File: src/rtl/debug_regfile_reader.sv
// Debug-side reader that freezes the register file, walks every register through the
// decode-stage debug read port and streams each word MSB-byte-first over valid/ready.
module debug_regfile_reader #(
  parameter int NUM_REGS = 32,
  parameter int ADDR_W   = 5,
  parameter int DATA_W   = 32
) (
  input  logic              clk,
  input  logic              rst,
  input  logic              start,
  output logic              Debug_on,
  output logic [ADDR_W-1:0] Debug_read_reg,
  input  logic [DATA_W-1:0] out_regDebug,
  output logic [7:0]        tx_data,
  output logic              tx_valid,
  input  logic              tx_ready,
  output logic              busy,
  output logic              done
);

  localparam int BYTES = DATA_W / 8;
  localparam int CNT_W = (BYTES > 1) ? $clog2(BYTES) : 1;
  localparam logic [CNT_W-1:0]  LAST_BYTE = CNT_W'(BYTES - 1);
  localparam logic [ADDR_W-1:0] LAST_IDX  = ADDR_W'(NUM_REGS - 1);

  localparam logic [2:0] S_IDLE  = 3'd0;
  localparam logic [2:0] S_WAIT  = 3'd1;
  localparam logic [2:0] S_LATCH = 3'd2;
  localparam logic [2:0] S_SEND  = 3'd3;
  localparam logic [2:0] S_DONE  = 3'd4;

  logic [2:0]        state_q,   state_d;
  logic [ADDR_W-1:0] index_q,   index_d;
  logic [CNT_W-1:0]  byteCnt_q, byteCnt_d;
  logic [DATA_W-1:0] shreg_q,   shreg_d;
  logic              debugOn_q, debugOn_d;
  logic              txValid_q, txValid_d;
  logic              busy_q,    busy_d;
  logic              done_q,    done_d;
  logic              handshake;

  assign handshake = txValid_q && tx_ready;

  // The termination check precedes the index increment, so the index never wraps.
  always_comb begin
    state_d   = state_q;
    index_d   = index_q;
    byteCnt_d = byteCnt_q;
    shreg_d   = shreg_q;
    case (state_q)
      S_IDLE: begin
        if (start) begin
          state_d = S_WAIT;
          index_d = '0;
        end
      end
      S_WAIT: begin
        state_d = S_LATCH;
      end
      S_LATCH: begin
        shreg_d   = out_regDebug;
        byteCnt_d = '0;
        state_d   = S_SEND;
      end
      S_SEND: begin
        if (handshake) begin
          shreg_d = shreg_q << 8;
          if (byteCnt_q == LAST_BYTE) begin
            byteCnt_d = '0;
            if (index_q == LAST_IDX) begin
              state_d = S_DONE;
            end else begin
              index_d = index_q + ADDR_W'(1);
              state_d = S_WAIT;
            end
          end else begin
            byteCnt_d = byteCnt_q + CNT_W'(1);
          end
        end
      end
      S_DONE: begin
        state_d = S_IDLE;
      end
      default: begin
        state_d = S_IDLE;
      end
    endcase
  end

  // Status outputs are decoded from the next state so they leave the design as flops.
  always_comb begin
    debugOn_d = (state_d == S_WAIT) || (state_d == S_LATCH) || (state_d == S_SEND);
    txValid_d = (state_d == S_SEND);
    busy_d    = (state_d != S_IDLE);
    done_d    = (state_d == S_DONE);
  end

  always_ff @(posedge clk) begin
    if (rst) begin
      state_q   <= S_IDLE;
      index_q   <= '0;
      byteCnt_q <= '0;
      shreg_q   <= '0;
      debugOn_q <= 1'b0;
      txValid_q <= 1'b0;
      busy_q    <= 1'b0;
      done_q    <= 1'b0;
    end else begin
      state_q   <= state_d;
      index_q   <= index_d;
      byteCnt_q <= byteCnt_d;
      shreg_q   <= shreg_d;
      debugOn_q <= debugOn_d;
      txValid_q <= txValid_d;
      busy_q    <= busy_d;
      done_q    <= done_d;
    end
  end

  assign Debug_on       = debugOn_q;
  assign Debug_read_reg = index_q;
  assign tx_data        = shreg_q[DATA_W-1 -: 8];
  assign tx_valid       = txValid_q;
  assign busy           = busy_q;
  assign done           = done_q;

endmodule
File: config.mk
export PLATFORM = sky130hd
export DESIGN_NAME = debug_regfile_reader
export DESIGN_NICKNAME = d
export VERILOG_FILES = /design/src/rtl/debug_regfile_reader.sv
export SDC_FILE = /design/constraint.sdc
export NUM_CORES = 1
export LEC_CHECK = 0
export CAP_MARGIN = 25
export CORE_MARGIN = 5
export CORE_UTILIZATION = 48
export CTS_CLUSTER_SIZE = 10
export DETAILED_ROUTE_END_ITERATION = 7
export PLACE_DENSITY_LB_ADDON = 0.1
export SLEW_MARGIN = 25
export SYNTH_ARGS = -nofsm -noshare
export SYNTH_HDL_FRONTEND = slang
export SYNTH_SLANG_ARGS = --single-unit
File: constraint.sdc
create_clock -name clk -period 2.2 [get_ports clk]
set_input_delay 0.33 -clock clk [delete_from_list [all_inputs] [get_ports clk]]
set_output_delay 0.33 -clock clk [all_outputs]
set_load 0.02 [all_outputs]
Word level (Yosys, flattened, before mapping)
Index checks and enable logic that the tools add are counted.

Register bits: 46. Bits of input ports: 36. Output and inout port bits: 17. Logic and storage cells: 47.

Add/subtract/negate cells: 2. Equal/unequal tests: 13. Muxes and demuxes: 15. Reduce and logical (&&, ||, !) cells: 9.

Operator list (number): 32-bit one-hot mux with 2 select lines (1); 32-bit two-way mux (1); 5-bit two-way mux (4); 3-bit by 2-bit == test with 1-bit output, second input constant (4); 3-bit two-way mux (4); 3-bit one-hot mux with 4 select lines (1); 5-bit one-hot mux with 2 select lines (1); 2-bit != test, second input constant (4); 3-bit by 1-bit == test with 1-bit output, second input constant (2); 5-bit by 1-bit adder with 5-bit output, second input constant (1); 5-bit == test, second input constant (1); 5-bit AND reduction (1); 2-bit two-way mux (2); 2-bit one-hot mux with 2 select lines (1); 2-bit nonzero test (2); 3-bit == test, second input constant (1); 3-bit zero test (1); 3-bit nonzero test (1); 2-bit by 1-bit adder with 2-bit output, second input constant (1); 2-bit == test, second input constant (1); 1-bit logical OR (2); 2-bit AND reduction (1); 1-bit logical AND (1).

Longest topological paths before layout
Gate-level depths: netlist of the first run.

Depth after elaboration: 8. Depth in mapped cells: 7.

Worst setup path after synthesis of the first run
No wires, ideal clock.

Path type: reg-to-reg. Start point: register index_q[0] (netlist: Debug_read_reg[0]). End point: register index_q[3] (netlist: Debug_read_reg[3]). Arrival: 1.883 ns. Path slack: 0.188 ns. Cell stages (with the launch flop): 8. Path buffers: 0. Period minus slack after synthesis: 2.012 ns. Path through: dfxtp_1 ha_1 and3_1 ha_1 or3b_1 o32a_2 o211ai_1 o31ai_1.

Cells in the longest elaborated chain, start to end: 5. Elaborated cells on any way between the ends: 8.

RTL lines: start: declaration (RTL line 33) `logic [ADDR_W-1:0] index_q, index_d;`; start signal: assignment (RTL line 110) `index_q <= index_d;`; 5-bit by 1-bit adder with 5-bit output (RTL line 73) `index_d = index_q + ADDR_W'(1);`; 5-bit two-way mux (RTL line 70) `if (index_q == LAST_IDX) begin`; 5-bit two-way mux (RTL line 68) `if (byteCnt_q == LAST_BYTE) begin`; 5-bit two-way mux (RTL line 66) `if (handshake) begin`; 5-bit one-hot mux with 2 select lines (RTL line 50) `case (state_q)`.

Several ways; a longest one is shown, not always the timed one. The select of a mux whose other input is x is not followed. A chain may end at the register's enable or synchronous reset.

Worst setup path in the final report of the first run
Start point: register index_q[0] (netlist: Debug_read_reg[0]). End point: register index_q[4] (netlist: Debug_read_reg[4]).

The elaborated chain is that of the path after synthesis.

==> impl_results.md, run 1 <==
* Inserted Clock Buffers at 5
* Placer Congestion at 0.8332
* Hold slack final at 0.5005 ns
* Clk Latency, worst-skew pair at roughly 0.30 ns
* Ant. Diodes at 0
* Asr flop ratio synth at 0%
* Clk sinks at 46
* EDFF count, synth at 0
* Synthesized area per cell at roughly 9.8 um2
* P&R area growth vs syn at 29.36%
* Vias in the first global route at roughly 1400
* Internal at around 0.0014 W
* Crit-path max FO at 6
* Switch Pwr at about 0.00044 W
* Row count at 23
* Initial core utilization at 49.89%
* Combinational Power Share at approximately 17%
* Syn Nets at 246
* Crit path max-delay family: simple AND/OR/NAND/NOR gates
* Final Cell Area at 2619 um2
* Pin count of the biggest net entering global routing at 49
* Core Area at 4058 um2
* Pleak at 1.087 nW
* Die width at 74.94 um
* CP endpoint kind: flop
* Yosys warnings at 0
* Reg power frac at between 50% and 60%
* Area leader, netlist: dfxtp_1
* CP max-delay cell: or3b_1
* Inst Count DP at 290
* Root buf cell: clkbuf_8
* CTS clk-pin slew, worst paths at 0.09 ns
* DR WL/cell at 13.73 um
* Antenna Nets Post-Route at 0
* WL final at 4091 um
* Dominant synthesized flop cell: dfxtp_1
* Mapped cell area at 2024 um2
* Initial DRC count at 103
* Least-Margin Pin Slew at 0.5640 ns
* Post-CTS repair timing setup buffer count at 0
* Crit-path max cell delay at 0.40 ns
* I/O Pins at 53
* First-pass GRT wire length at 6679 um
* Final hold vios at 0
* Max frequency at 485.9 MHz
* Sequential cell area fraction in the yosys report at between 40% and 50%
* Worst EP arrival at 2.31 ns
* FF-to-FF setup slack at 0.14 ns
* Die Height at around 75 um
* Post-DP HPWL at 2872 um
* Post-cts sizing count at 0
* Fin crit period at between 2 and 2.5 ns
* Cts hold-fix bufs at 0
* Number of flip-flops in the largest register at 32
* Layout cells sized above 1 at roughly 5.6%
* Placed inst area at approximately 2500 um2
* Post-Layout Cell Count at 298
* Power Density at 700.8 nW/um2
* Critical path class: reg -> reg
* Die ar. at 5616 um2
* Tcrit/Tclk final at 93.55%
* Worst-path cell chain: ha_1 > and3_1 > ha_1 > or3b_1 > o32a_2 > nor4b_2 > a31o_1
* Nets@finish at between 200 and 300
* Buffers on Ports at between 50 and 60
* Rel. slew slack at 62.32%
* Tot GR Track Use at between 15 and 20%
* Cell count after synthesis at 207
* Peak VDD IR at 0.4905 mV
* # fillers at 341
* Setup TNS at 0 ns
* Outcome: finished, final reports clean
* Final Max Tran Viols at 0
* Critical Path Start Type: flop
* DR pass1 iterations at 5
* RSZ-0062 raised after global routing: no
* Maximum buffer depth of the clock tree at 2
* Yosys cell types at 35
* Switching share of power at 24.18%
* H-Tree Level Count at 2
* Max Cap Violations at 0
* CTS tree: done
* Vias per inst at 5.275
* Bufs and invs on worst path at 0
* DRC viols at 0
* Cell repeated most along the worst path: ha_1
* Seq cells post-synth at 46
* Final setup viols at 0
* Part of the power in the clock network at 33.3%
* Worst Skew at roughly 0.012 ns
* Grt ovf at 0
* CP required at approximately 2.5 ns
* Initial antenna violation count at 0
* Via count at 1572
* Share of the synthesized area in the top cell type at 45.49%
* Worst Hold Class: reg -> reg
* Largest cells by area after synthesis: dfxtp_1 (45%), mux2i_1 (12%), a211oi_1 (8.9%)
-- synth_stat cells (2+ instances only) --
cell,number
a211oi_1,24
a21boi_0,2
a21oi_1,2
a22oi_1,9
a31o_1,2
and3_1,2
and4_1,3
buf_2,5
buf_4,10
clkbuf_1,7
dfxtp_1,46
ha_1,3
mux2i_1,24
nand2_1,2
nand2b_1,4
nand3_1,2
nor2_1,35
nor2b_1,2
nor3_1,3
nor3b_1,2
nor4b_2,2
o21ai_0,3
-- through the flow --
step	setup WS (ns)	utilization, %	power [W]
2_1_floorplan	0.1882	-	0.001134
3_3_place_gp	0.2160	61.92	0.001242
3_5_place_dp	0.1549	61.92	0.001248
4_1_cts	0.1282	64.54	0.001858
5_1_grt	0.04297	64.54	0.001931
6_report	0.1418	64.54	0.001835
-- power by group through the flow --
stage | logic [W] | registers, W | clock network [W]
5_1_grt | 0.000335 | 0.000931 | 0.000665
4_1_cts | 0.000307 | 0.000923 | 0.000628
3_3_place_gp | 0.000303 | 0.000940 | 0
6_report | 0.000303 | 0.000922 | 0.000611
3_5_place_dp | 0.000305 | 0.000942 | 0
2_1_floorplan | 0.000197 | 0.000937 | 0
-- path summary, 6_finish.rpt --
path | start | end | depth (start not counted)
setup reg to reg | Debug_read_reg[0] | Debug_read_reg[4] | 7
setup / recovery | Debug_read_reg[0] | Debug_read_reg[4] | 7
hold / removal | shreg_q[20] | shreg_q[20] | 2
hold reg to reg | shreg_q[20] | shreg_q[20] | 2
-- area by class of cell --
type,count,area (um2),area share [%]
Multi-Input combinational cell,137,962.2,36.74
Sequential cell,46,920.9,35.16
Timing Repair Buffer,56,563.0,21.50
Clock buffer,7,76.32,2.914
Tap cell,50,62.56,2.389
Clock inverter,1,30.03,1.147
Inverter,1,3.754,0.1433
-- cell usage in the layout (no fill, tap or decap) --
cell type,Yosys,final
nand4_1,1,1
o211ai_1,1,1
o31a_1,1,1
nand3b_1,1,1
and3_1,2,2
nand3_1,2,2
buf_12,0,1
a31o_2,1,1
o21ai_0,3,3
dfxtp_1,46,46
nand2b_1,4,4
clkbuf_1,7,2
nor2_1,35,35
o32ai_1,1,1
mux2i_1,24,24
or3b_1,1,1
a21boi_0,2,2
nand2_1,2,2
nor3b_1,2,2
nor4bb_1,1,1
nor4b_2,2,2
bufinv_16,0,1
clkbuf_8,0,5
nor3_1,3,3
clkdlybuf4s50_1,0,52
inv_1,1,1
nor2b_1,2,2
ha_1,3,3
buf_4,10,3
a211oi_1,24,24
a21oi_1,2,2
a22oi_1,9,9
nand4b_1,1,1
a31o_1,2,2
o32a_2,1,1
and4_1,3,3
o31ai_1,1,1
-- layer usage --
metal | wire [um] | GRT usage [%] | up-vias
li1 | - | - | 836
met1 | 1965 | 21.62 | 691
met2 | 1833 | 23.21 | 40
met3 | 237 | 3.738 | 5
met4 | 54 | 6.522 | 0
met5 | 0 | 0 | -
-- worst reg2reg max path, stage by stage, from the launching register on --
cell and delay (ns):
dfxtp_1 0.35, ha_1 0.22, and3_1 0.19, ha_1 0.23
or3b_1 0.40, o32a_2 0.26, nor4b_2 0.22, a31o_1 0.13
-- cells by family after synthesis --
group | Yosys count | share of synthesized area (%)
buf+inv | 24 | 6.984
fa+ha+maj | 3 | 1.854
mux | 24 | 11.87
simple gates | 62 | 16.13
compound gates | 48 | 17.68
flops | 46 | 45.49
Note: power is estimated with default switching activity, not from simulation.
==> run 2: changes to the inputs <==
- CORE_ASPECT_RATIO: unset -> 1.4
==> run 2 against run 1 <==
Clock skew fell by 0.0074 ns. Hold slack got worse by 0.00067 ns. Sequential share of layout area fell by 0.13 points. Final cell count fell by 1.7%. Critical path type unchanged. Critical endpoint is now Debug_read_reg[3]. Highest routed layer unchanged.
==> impl_results.md, run 2 (same netlist as run 1, synthesis figures left out) <==
* CP endpoint kind: flop
* Initial antenna violation count at 0 (unchanged)
* R2R depth at 7 (unchanged)
* Initial DRC count at 96 (-6.8%)
* Buffers on Ports at 52 (unchanged)
* DRC viols at 0 (unchanged)
* Die Height at 86.84 um (+16%)
* WL final at 3950 um (-3.4%)
* RSZ-0062 raised after global routing: no
* Tot GR Track Use at 15.05% (-0.55 points)
* Most common cell after layout, fill and taps aside: clkdlybuf4s50_1
* Core Area at 4169 um2 (+2.7%)
* Vias per inst at 5.433 (+3.0%)
* Pin count of the biggest net entering global routing at 49 (unchanged)
* Worst-path cell chain: ha_1 > and3_1 > ha_1 > or3b_1 > o32a_2 > o211ai_1 > o31ai_1
* Footprint of the multi-input gates at 962.2 um2 (unchanged)
* Crit-path max cell delay at 0.40 ns (about the same)
* Number of flip-flops in the largest register at 32 (unchanged)
* Max frequency at 482.9 MHz (-0.60%)
* Via count at 1592 (+1.3%)
* Hold endpoint: shreg_q[29]
* Least-Margin Pin Slew at 0.5740 ns (+0.009963 ns)
* Die ar. at 5635 um2 (+0.33%)
* CP max-delay cell: or3b_1
* Worst EP arrival at 2.26 ns (-0.05 ns)
* Critical Path Start Type: flop
* Ant. Diodes at 0 (unchanged)
* Maximum buffer depth of the clock tree at 2 (unchanged)
* GR Layer Usage met3 at 4.929% (+1.2 points)
* Worst Hold Class: reg -> reg
* Root buf cell: clkbuf_8
* # fillers at 369 (+8.2%)
* Antenna Nets Post-Route at 0 (unchanged)
* FF-to-FF End: Debug_read_reg[3]
* Final Max Tran Viols at 0 (unchanged)
* Setup TNS at 0 ns (unchanged)
* Crit-path max FO at 6 (unchanged)
* H-Tree Level Count at 2 (unchanged)
* CTS tree: done
* Post-DP HPWL at 2752 um (-4.2%)
* Vias in the first global route at 1476 (+3.6%)
* Layout cells sized above 1 at 6.048% (+0.40 points)
* Die width at 64.89 um (-13%)
* First-pass GRT wire length at 6589 um (-1.3%)
* Final setup viols at 0 (unchanged)
* Post-CTS repair timing setup buffer count at 0 (unchanged)
* Peak VDD IR at 0.5650 mV (+15%)
* FF-to-FF setup slack at 0.13 ns (about the same)
* Worst Skew at 0.004114 ns (-0.007405 ns)
* Cell repeated most along the worst path: ha_1
* CP required at 2.39 ns (-0.06 ns)
* Grt ovf at 0 (unchanged)
* Most frequent cells in the layout: clkdlybuf4s50_1 (52), dfxtp_1 (46), nor2_1 (35)
* Placer Congestion at 0.7672 (-7.9%)
* Final hold vios at 0 (unchanged)
* I/O Pins at 53 (unchanged)
* Hold path cells at 2 (unchanged)
* Hold slack final at 0.4998 ns (-0.0006670 ns)
* Fin crit period at 2.071 ns (+0.01247 ns)
* Inserted Clock Buffers at 5 (unchanged)
* Total power at 0.001840 W (+0.26%)
* Met2 usage at 24.67% (+1.5 points)
* Outcome: finished, final reports clean
* Storage element area at 920.9 um2 (unchanged)
* DR WL/cell at 13.48 um (-1.8%)
* Critical path class: reg -> reg
* Nets@finish at 286 (unchanged)
* Row count at 28 (+22%)
* Reg2reg start: Debug_read_reg[0]
* P&R area growth vs syn at 29.85%
* Pleak at 1.092 nW (+0.49%)
* Initial core utilization at 48.56% (-1.3 points)
* CTS clk-pin slew, worst paths at 0.08 ns (about the same)
* Cts hold-fix bufs at 0 (unchanged)
* Clk Latency, worst-skew pair at 0.30 ns (about the same)
* Gr busiest metal: met2
* DR pass1 iterations at 4 (-1)
* Post-cts sizing count at 0 (unchanged)
* Power Density at 700.0 nW/um2 (-0.13%)
* Max Cap Violations at 0 (unchanged)
* Clk sinks at 46 (unchanged)
* Tcrit/Tclk final at 94.12% (+0.57 points)
* GR Util met1 at 17.92% (-3.7 points)
* Hold path startpoint: shreg_q[29]
* Rel. slew slack at 61.66% (-0.67 points)
[run 2: metrics by stage]
stage	utilization, %	instance area (um2)	std cells	setup slack (ns)
floorplan	-	2024	207	0.1882
global placement	60.41	2519	285	0.2195
detailed placement	60.41	2519	285	0.1323
CTS	63.06	2629	293	0.1044
global route	63.06	2629	293	0.005074
finish	63.06	2629	293	0.1293
[run 2: worst max-delay path: cells and delay by family, from the launching register on]
family	cells	cell delay [ns]
AOI/OAI and AO/OA	3	0.56
and+or+nand+nor	2	0.59
DFF	1	0.35
adders and majority gates	2	0.45
[run 2: how the worst max path moves through the flow]
stage,from,to,slack [ns],depth (start not counted)
final,Debug_read_reg[0],Debug_read_reg[3],0.13,7
after global routing,Debug_read_reg[0],Debug_read_reg[3],0.005,7
after CTS,Debug_read_reg[0],Debug_read_reg[3],0.10,7
after detailed placement,Debug_read_reg[0],Debug_read_reg[3],0.13,7
after global placement,Debug_read_reg[0],Debug_read_reg[3],0.22,7
after floorplan,Debug_read_reg[0],Debug_read_reg[3],0.19,7
[run 2: report_power, final]
part / total [W] / internal, W / switching [W]
Combinational: 0.000305 / 0.000164 / 0.000140
Clock: 0.000614 / 0.000339 / 0.000276
Sequential: 0.000921 / 0.000889 / 0.0000323
[run 2: final cells by class]
type                       instances  share of cell area (%)
sequential                        46                   35.03
clock buffer                       6                   2.761
clock inverter                     2                   1.428
tap                               45                   2.142
multi-input combinational        137                   36.60
timing repair buffer              56                   21.89
inverter                           1                  0.1428
[run 2: routing by layer]
layer / up-vias / routed length, um
li1: 840 / -
met1: 705 / 1854
met2: 41 / 1781
met3: 6 / 248
met4: 0 / 66
met5: - / 0
